**src/rtl/miner_work_loader_if.sv**
```systemverilog
// Byte-stream valid/ready link between a host receiver (e.g. UART RX) and the work loader.
interface miner_work_loader_if;
    logic [7:0] in_data;
    logic       in_valid;
    logic       in_ready;

    modport master (output in_data, output in_valid, input  in_ready);
    modport slave  (input  in_data, input  in_valid, output in_ready);
endinterface

```
**src/rtl/miner_work_loader.sv**
```systemverilog
// Framed work receiver: sync byte, header+target payload, XOR checksum.
// A good frame updates header/target with a one-cycle work_load strobe; bad or
// stalled frames raise err and leave the live work untouched.
module miner_work_loader #(
    parameter int unsigned HEADER_W       = 608,
    parameter int unsigned TARGET_W       = 256,
    parameter logic [7:0]  SYNC_BYTE      = 8'hA5,
    parameter int unsigned TIMEOUT_CYCLES = 50000,
    parameter int unsigned CNT_W          = 8
) (
    input  logic                 osc_clk,
    input  logic                 rst_n,
    miner_work_loader_if.slave   bus,
    output logic [HEADER_W-1:0]  header,
    output logic [TARGET_W-1:0]  target,
    output logic                 work_load,
    output logic [CNT_W-1:0]     work_count,
    output logic                 err,
    output logic [1:0]           err_code
);
    localparam int unsigned PAYLOAD_W = HEADER_W + TARGET_W;
    localparam int unsigned P_BYTES   = PAYLOAD_W / 8;
    localparam int unsigned BCNT_W    = $clog2(P_BYTES + 1);
    localparam int unsigned GAP_W     = $clog2(TIMEOUT_CYCLES + 1);

    typedef enum logic [1:0] {S_IDLE, S_PAYLOAD, S_CHECK, S_COMMIT} state_t;

    state_t                r_state;
    state_t                w_state_nxt;
    logic [PAYLOAD_W-1:0]  r_shift;
    logic [7:0]            r_csum;
    logic [BCNT_W-1:0]     r_bcnt;
    logic [GAP_W-1:0]      r_gap;
    logic [HEADER_W-1:0]   r_header;
    logic [TARGET_W-1:0]   r_target;
    logic [CNT_W-1:0]      r_work_count;
    logic                  r_work_load;
    logic                  r_err;
    logic [1:0]            r_err_code;
    logic                  r_in_ready;

    logic                  w_accept;
    logic                  w_sync;
    logic                  w_in_frame;
    logic                  w_timeout;
    logic                  w_last;
    logic                  w_csum_ok;
    logic                  w_commit;
    logic                  w_load_nxt;
    logic                  w_err_nxt;
    logic [1:0]            w_err_code_nxt;
    logic                  w_ready_nxt;

    assign w_accept   = bus.in_valid && r_in_ready;
    assign w_sync     = (bus.in_data == SYNC_BYTE);
    assign w_in_frame = (r_state == S_PAYLOAD) || (r_state == S_CHECK);
    assign w_timeout  = w_in_frame && !w_accept && (r_gap == GAP_W'(TIMEOUT_CYCLES - 1));
    assign w_last     = (r_bcnt == BCNT_W'(P_BYTES - 1));
    assign w_csum_ok  = (bus.in_data == r_csum);

    assign bus.in_ready = r_in_ready;
    assign header       = r_header;
    assign target       = r_target;
    assign work_load    = r_work_load;
    assign work_count   = r_work_count;
    assign err          = r_err;
    assign err_code     = r_err_code;

    // State register
    always_ff @(posedge osc_clk or negedge rst_n) begin
        if (!rst_n) r_state <= S_IDLE;
        else        r_state <= w_state_nxt;
    end

    // Next-state decode; a timeout or any checksum outcome always ends the frame
    always_comb begin
        w_state_nxt = r_state;
        case (r_state)
            S_IDLE: begin
                if (w_accept && w_sync) w_state_nxt = S_PAYLOAD;
            end
            S_PAYLOAD: begin
                if (w_accept) begin
                    if (w_last) w_state_nxt = S_CHECK;
                end else if (w_timeout) begin
                    w_state_nxt = S_IDLE;
                end
            end
            S_CHECK: begin
                if (w_accept)       w_state_nxt = w_csum_ok ? S_COMMIT : S_IDLE;
                else if (w_timeout) w_state_nxt = S_IDLE;
            end
            S_COMMIT: w_state_nxt = S_IDLE;
            default:  w_state_nxt = S_IDLE;
        endcase
    end

    // Output decode: next values of the registered strobes, ready and error code
    always_comb begin
        w_commit       = 1'b0;
        w_load_nxt     = 1'b0;
        w_err_nxt      = 1'b0;
        w_err_code_nxt = r_err_code;
        w_ready_nxt    = 1'b1;
        case (r_state)
            S_PAYLOAD: begin
                if (w_timeout) begin
                    w_err_nxt      = 1'b1;
                    w_err_code_nxt = 2'b10;
                end
            end
            S_CHECK: begin
                if (w_accept && w_csum_ok) begin
                    w_commit    = 1'b1;
                    w_load_nxt  = 1'b1;
                    w_ready_nxt = 1'b0;
                end else if (w_accept) begin
                    w_err_nxt      = 1'b1;
                    w_err_code_nxt = 2'b01;
                end else if (w_timeout) begin
                    w_err_nxt      = 1'b1;
                    w_err_code_nxt = 2'b10;
                end
            end
            default: ;
        endcase
    end

    // Registered outputs and committed work
    always_ff @(posedge osc_clk or negedge rst_n) begin
        if (!rst_n) begin
            r_in_ready   <= 1'b1;
            r_work_load  <= 1'b0;
            r_err        <= 1'b0;
            r_err_code   <= 2'b00;
            r_header     <= '0;
            r_target     <= '0;
            r_work_count <= '0;
        end else begin
            r_in_ready  <= w_ready_nxt;
            r_work_load <= w_load_nxt;
            r_err       <= w_err_nxt;
            r_err_code  <= w_err_code_nxt;
            if (w_commit) begin
                r_header     <= r_shift[PAYLOAD_W-1 -: HEADER_W];
                r_target     <= r_shift[TARGET_W-1:0];
                r_work_count <= r_work_count + CNT_W'(1);
            end
        end
    end

    // Payload shift register, running checksum, byte counter and inter-byte gap counter
    always_ff @(posedge osc_clk or negedge rst_n) begin
        if (!rst_n) begin
            r_shift <= '0;
            r_csum  <= '0;
            r_bcnt  <= '0;
            r_gap   <= '0;
        end else begin
            if (r_state == S_IDLE && w_accept && w_sync) begin
                r_csum <= '0;
                r_bcnt <= '0;
            end else if (r_state == S_PAYLOAD && w_accept) begin
                r_shift <= {r_shift[PAYLOAD_W-9:0], bus.in_data};
                r_csum  <= r_csum ^ bus.in_data;
                r_bcnt  <= r_bcnt + BCNT_W'(1);
            end
            if (w_in_frame && !w_accept && !w_timeout) r_gap <= r_gap + GAP_W'(1);
            else                                       r_gap <= '0;
        end
    end
endmodule

```
**src/flat_wrapper.sv**
```systemverilog
// flat-port wrapper written by rule: the top's interface ports become plain ports
module miner_work_loader_flat 
#(
    parameter int unsigned HEADER_W       = 608,
    parameter int unsigned TARGET_W       = 256,
    parameter logic [7:0]  SYNC_BYTE      = 8'hA5,
    parameter int unsigned TIMEOUT_CYCLES = 50000,
    parameter int unsigned CNT_W          = 8
)
  (osc_clk, rst_n, header, target, work_load, work_count, err, err_code, bus_in_data, bus_in_valid, bus_in_ready);
  miner_work_loader_if bus_i ();
  input  logic osc_clk;
  input  logic rst_n;
  output logic [HEADER_W-1:0] header;
  output logic [TARGET_W-1:0] target;
  output logic work_load;
  output logic [CNT_W-1:0] work_count;
  output logic err;
  output logic [1:0] err_code;
  input wire logic [$bits(bus_i.in_data)-1:0] bus_in_data;
  input wire logic [$bits(bus_i.in_valid)-1:0] bus_in_valid;
  output wire logic [$bits(bus_i.in_ready)-1:0] bus_in_ready;
  assign bus_i.in_data = bus_in_data;
  assign bus_i.in_valid = bus_in_valid;
  assign bus_in_ready = bus_i.in_ready;
  miner_work_loader #(.HEADER_W(HEADER_W), .TARGET_W(TARGET_W), .SYNC_BYTE(SYNC_BYTE), .TIMEOUT_CYCLES(TIMEOUT_CYCLES), .CNT_W(CNT_W)) u_core (.osc_clk(osc_clk), .rst_n(rst_n), .bus(bus_i), .header(header), .target(target), .work_load(work_load), .work_count(work_count), .err(err), .err_code(err_code));
endmodule
```
**config.mk**
```make
export PLATFORM = sky130hd
export DESIGN_NAME = miner_work_loader_flat
export DESIGN_NICKNAME = d
export VERILOG_FILES = /design/src/rtl/miner_work_loader_if.sv /design/src/rtl/miner_work_loader.sv /design/src/flat_wrapper.sv
export SDC_FILE = /design/constraint.sdc
export NUM_CORES = 2
export LEC_CHECK = 0
export ABC_AREA = 1
export CORE_MARGIN = 2
export CORE_UTILIZATION = 49
export DETAILED_ROUTE_END_ITERATION = 16
export GPL_ROUTABILITY_DRIVEN = 1
export PLACE_DENSITY = 0.75
export SLEW_MARGIN = 40
export SYNTH_ARGS = -nofsm -noshare
export SYNTH_HDL_FRONTEND = slang
export SYNTH_SLANG_ARGS = --single-unit
```
**constraint.sdc**
```tcl
create_clock -name osc_clk -period 2 [get_ports osc_clk]
set_clock_uncertainty 0.15 [all_clocks]
set_input_delay 0.4 -clock osc_clk [delete_from_list [all_inputs] [get_ports osc_clk]]
set_output_delay 0.4 -clock osc_clk [all_outputs]
set_load 0.02 [all_outputs]
```
# After elaboration in Yosys (flattened, before gate mapping)
# Index checks and enable logic that the tools add are counted.
# Widths: inputs -> output; s select.
# word_totals
regBits	1774
output_inout_bits	877
word_cells	69
inputBits	11
# op_classes
n_eq_ne	10
muxes	24
add_sub_neg	3
reduce_logical	18
bitwise	2
# op_table
cell	n
$mux 2	9
$add 16x1->16 const B	1
$eq 16x16->1 const B	1
$mux 16	1
$mux 8	2
$mux 7	2
$logic_and 1x1->1	9
$add 8x1->8 const B	1
$eq 8x8->1	1
$eq 8x8->1 const B	1
$pmux 2 s4	1
$xor 8x8->8	1
$add 7x1->7 const B	1
$eq 7x7->1 const B	1
$mux 1	7
$reduce_and 2->1	3
$eq 2x2->1 const B	2
$pmux 2 s2	1
$reduce_bool 2->1	2
$ne 3x3->1 const B	1
$eq 2x1->1 const B	1
$logic_not 1->1	2
$logic_not 2->1	1
$ne 2x1->1 const B	1
4 further kinds	4

# Longest topological paths before layout
# depth
depth_word	8
ltp_mapped	11
depth_no_buf	10

# Worst setup path after synthesis
# No wires, ideal clock.
# synth_timing
kind	flip-flop to flip-flop
start	register u_core.r_in_ready, in the netlist u_core.bus.in_ready
end	register u_core.r_csum[0]
n_path_buf	3
arrival_time_ps	1595
path_stages_with_launch	9
path_slack_ps	127
setup_time_ps	128
t_required_ps	1722
period_less_slack_ps	1873
cell_sequence	dfstp_2 nand2_1 inv_2 nand4_1 nand2_1 buf_4 buf_2 buf_2 o22ai_1
# synth_via
elab_chain_len	4
elab_cells_between_ends	6
cone_classes	1 x mux; 5 x reduce/logical
# synth_lines
element	line	source
from (decl)	miner_work_loader.sv:40	logic r_in_ready;
from (signal assigned)	miner_work_loader.sv:140	r_in_ready <= w_ready_nxt;
$logic_and 1x1->1 *	miner_work_loader.sv:54	assign w_accept = bus.in_valid && r_in_ready;
$logic_and 1x1->1 (2 in series)	miner_work_loader.sv:160	if (r_state == S_IDLE && w_accept && w_sync) begin
$mux 8 or $reduce_bool 2->1 (tied branches)	--	
to (signal assigned)	miner_work_loader.sv:165	r_csum <= r_csum ^ bus.in_data;
to (decl)	miner_work_loader.sv:31	logic [7:0] r_csum;
# Mark *: on every way between the ends. The rest lies on a longest branch, timed or not.
# A chain may end at the register's enable or synchronous reset.

# Final worst setup path
# layout_timing
start	register u_core.r_state[0]
end	register u_core.r_header[219], in the netlist u_core.header[219]
# layout_via
elab_chain_len	2
# layout_lines
element	line	source
from (decl)	miner_work_loader.sv:28	state_t r_state;
from (signal assigned)	miner_work_loader.sv:72	else r_state <= w_state_nxt;
$eq 2x2->1	miner_work_loader.sv:105	case (r_state)
$mux 1	miner_work_loader.sv:105	
to (signal assigned)	miner_work_loader.sv:145	r_header <= r_shift[PAYLOAD_W-1 -: HEADER_W];
to (decl)	miner_work_loader.sv:34	logic [HEADER_W-1:0] r_header;
# No other way between the ends.

==> results.yml <==
drt:
  drtAntennaViolNets: 0
  drcViolationCount: 0
  wirelength_microns: 208000
  vias_per_cell: 5.37
  initialDrtViolationCount: 5326
  drt-pass1-iter-count: 6
  avgRoutedWirePerCell_microns: 21.2
  num_vias: 52900
sta:
  slew_headroom_pct: 60.4
  post-route-period-util_pct: 111
  worst_pin_slew_ps: 594
  clock.fmax_ghz: 0.452
  worst_slack_ps: -210
  rsz0062_at_grt: "true"
  final-setup-viol-count: 1300
  min_period_ps: 2210
  slew_violations: 0
  hold_violations: 0
global_routing:
  gr-total-overflow: 0
  grt_max_degree: 114
  grt_usage_pct: 28.2
  grt_pass1_wl_microns: 299000
  first_global_vias: 51300
  antenna_found_initial: 3
hold_path:
  hold_class: "input port to flip-flop"
layout:
  drive_gt1_share_pct: 22.5
  area_growth_pct: 28.6
  final_common_cell: "nand2_1"
  mostFrequentLayoutCells: "1,909 x nand2_1, 1,719 x dfrtp_1, 845 x inv_1"
  layout.nets: 7960
  fillCellCount: 10200
  fin_cells: 9847
  final_core_util_pct: 63.6
floorplan:
  ioPinCount: 888
  die_w_microns: 371
  core-area_sq_mm: 0.134
  die-area_sq_mm: 0.138
  num_rows: 134
  start_util_pct: 49.5
  die_h_microns: 371
outcome:
  status: "finished with violations"
  failed_checks: "setup timing"
place:
  placedCellCount: 9346
  io_buffer_count: 887
  place.detailed.hpwl_microns: 134000
  pre_cts_slack_ps: -813
  finalWeightedCongestion: 0.905
cts:
  clk_latency_ps: 790
  htree_num_levels: 4
  clk_pin_slew_ps: 70
  cts-root-buf: "clkbuf_16"
  cts_buffers: 176
  cts_tree: "built"
  clockBufferDepth: 3
  cts_num_sinks: 1774
power_and_ir_drop:
  pwr-share-seq_pct: 45.0
  clockPowerShare_pct: 37.5
  power_switching_uw: 25200
  ir_worst_vdd_v: 0.000795
  p_sw_share_pct: 28.1
  combPwrFrac_pct: 17.4
  p_leak_uw: 0.0413
  p_per_area_mw_per_mm2: 1050
  internal_power_uw: 64400
logic_synthesis:
  synth_cell_types: 31
  syn_area_sq_mm: 0.0661
  yosys.area.top_type: "dfrtp_1"
  syn-instance-count: 6794
  yosysWarnings: 0
  yosys_register_bits: 1774
  syn_avg_cell_area_sq_um: 9.73
  synth_nets: 6812
  synth.area.top_cells: "dfrtp_1 67%, nand2_1 11%, o21ai_0 6.6%"
  yosys.area.top_type_share_pct: 67.1
  seq_area_frac_synth_pct: 67.1
critical_path:
  worstSetupPathType: "flip-flop to flip-flop"
  start_kind: "flip-flop"
  endpoint_kind: "flip-flop"
  cp_max_fo: 51
  required_ps: 2540
  critPathArrivalTime_ps: 2750
run:
  maxCapViolCount: 0
[worst paths after layout]
kind	startpoint	endpoint	slack, ps	cells after the start
min in group asynchronous	rst_n	u_core.target[123]	330	3
max in group asynchronous	rst_n	u_core.header[329]	760	3
worst max-delay path	u_core.r_state[0]	u_core.header[219]	-210	10
worst min register to register	u_core.r_gap[0]	u_core.r_gap[0]	310	1
worst min-delay path	bus_in_data[0]	u_core.r_shift[0]	250	4
worst max register to register	u_core.r_state[0]	u_core.header[219]	-210	10
[cell type report]
class	count	area, sq um	area share (%)
Clock inverter	51	621	0.730
Multi-Input combinational cell	3778	17100	20.1
Timing Repair Buffer	1361	12200	14.4
Antenna cell	2	5.00	0.00589
Inverter	851	3200	3.76
Sequential cell	1774	44500	52.3
Tap cell	1768	2210	2.60
Clock buffer	262	5260	6.18
[logic make-up (layout without fill, tap and decap cells)]
logic type                 Yosys count  after routing  synth area share [%]
buffers and inverters             1242           2525                  7.87
and+or+nand+nor                   2104           2104                  12.1
DFF                               1774           1774                  67.1
xor gates and xnor gates            12             12                 0.159
AOI/OAI and AO/OA                 1655           1655                  12.6
adders and majority gates            7              7                 0.132
other                                0              2                     0
[power groups by stage]
stage          Clock (uW)  Sequential (uW)  Combinational, uW
3_5_place_dp            0            40700              11400
4_1_cts             33900            40100              12300
2_1_floorplan           0            40300               6650
5_1_grt             35600            40600              17000
3_3_place_gp            0            40600              11100
6_report            33600            40300              15600
[metrics by stage]
step                cell area, sq um  hold WS [ps]   TNS, ps  power (uW)
floorplan                      66100         -45.6         0       47000
global placement               78600           202  -1088120       51700
detailed placement             78600           199  -1129980       52100
CTS                            82600           191    -63530       86300
global route                   85000           238   -216850       93100
finish                         85000           250    -79780       89600
[critical path: stages (launching register included)]
cell and delay, ps:
dfrtp_1 380, inv_2 90, ha_4 140, inv_2 40, nor2_1 100, buf_4 130, nand3_4 130, buf_16 210
buf_12 190, buf_16 190, o21ai_1 280
[registers in the layout, indices dropped and copies added, names as in the netlist]
register / count
u_core.err: 1
u_core.work_count: 8
u_core.r_gap: 16
u_core.r_bcnt: 7
u_core.r_shift: 864
u_core.err_code: 2
u_core.r_csum: 8
u_core.bus.in_ready: 1
u_core.work_load: 1
u_core.header: 608
u_core.r_state: 2
u_core.target: 256
[repair_timing]
action                                 in CTS  in global routing
buffers inserted                           71                 48
hold buffers                                2                  0
endpoints found under the hold margin    1757                  0
cloned                                     16                 54
setup endpoints to repair                2561               1733
pin swaps                                   3                  4
resized for setup                        4169                273
[Yosys cell counts]
library cell / number
a211oi_1: 1
a21oi_1: 17
a31oi_1: 4
buf_1: 2
buf_2: 317
buf_4: 30
buf_6: 4
clkbuf_1: 37
clkbuf_2: 1
dfrtp_1: 1773
dfstp_2: 1
ha_1: 7
inv_1: 848
inv_2: 3
nand2_1: 1971
nand3_1: 57
nand3_2: 1
nand3b_1: 1
nand4_1: 4
nor2_1: 53
nor3_1: 11
nor3_2: 2
nor3b_1: 2
nor4_1: 1
o21ai_0: 873
o21ai_1: 751
o21bai_1: 1
o22ai_1: 8
or2_2: 1
xnor2_1: 4
xor2_1: 8
[layer usage]
layer  global-route usage, %  vias up  share of wire, %
li1                        -    23700                 -
met1                    36.9    26300                39
met2                    43.8     2283                47
met3                    6.10      556               7.6
met4                    15.8        4               6.2
met5                       0        -             0.011
Power figures use the tool's default switching activity.
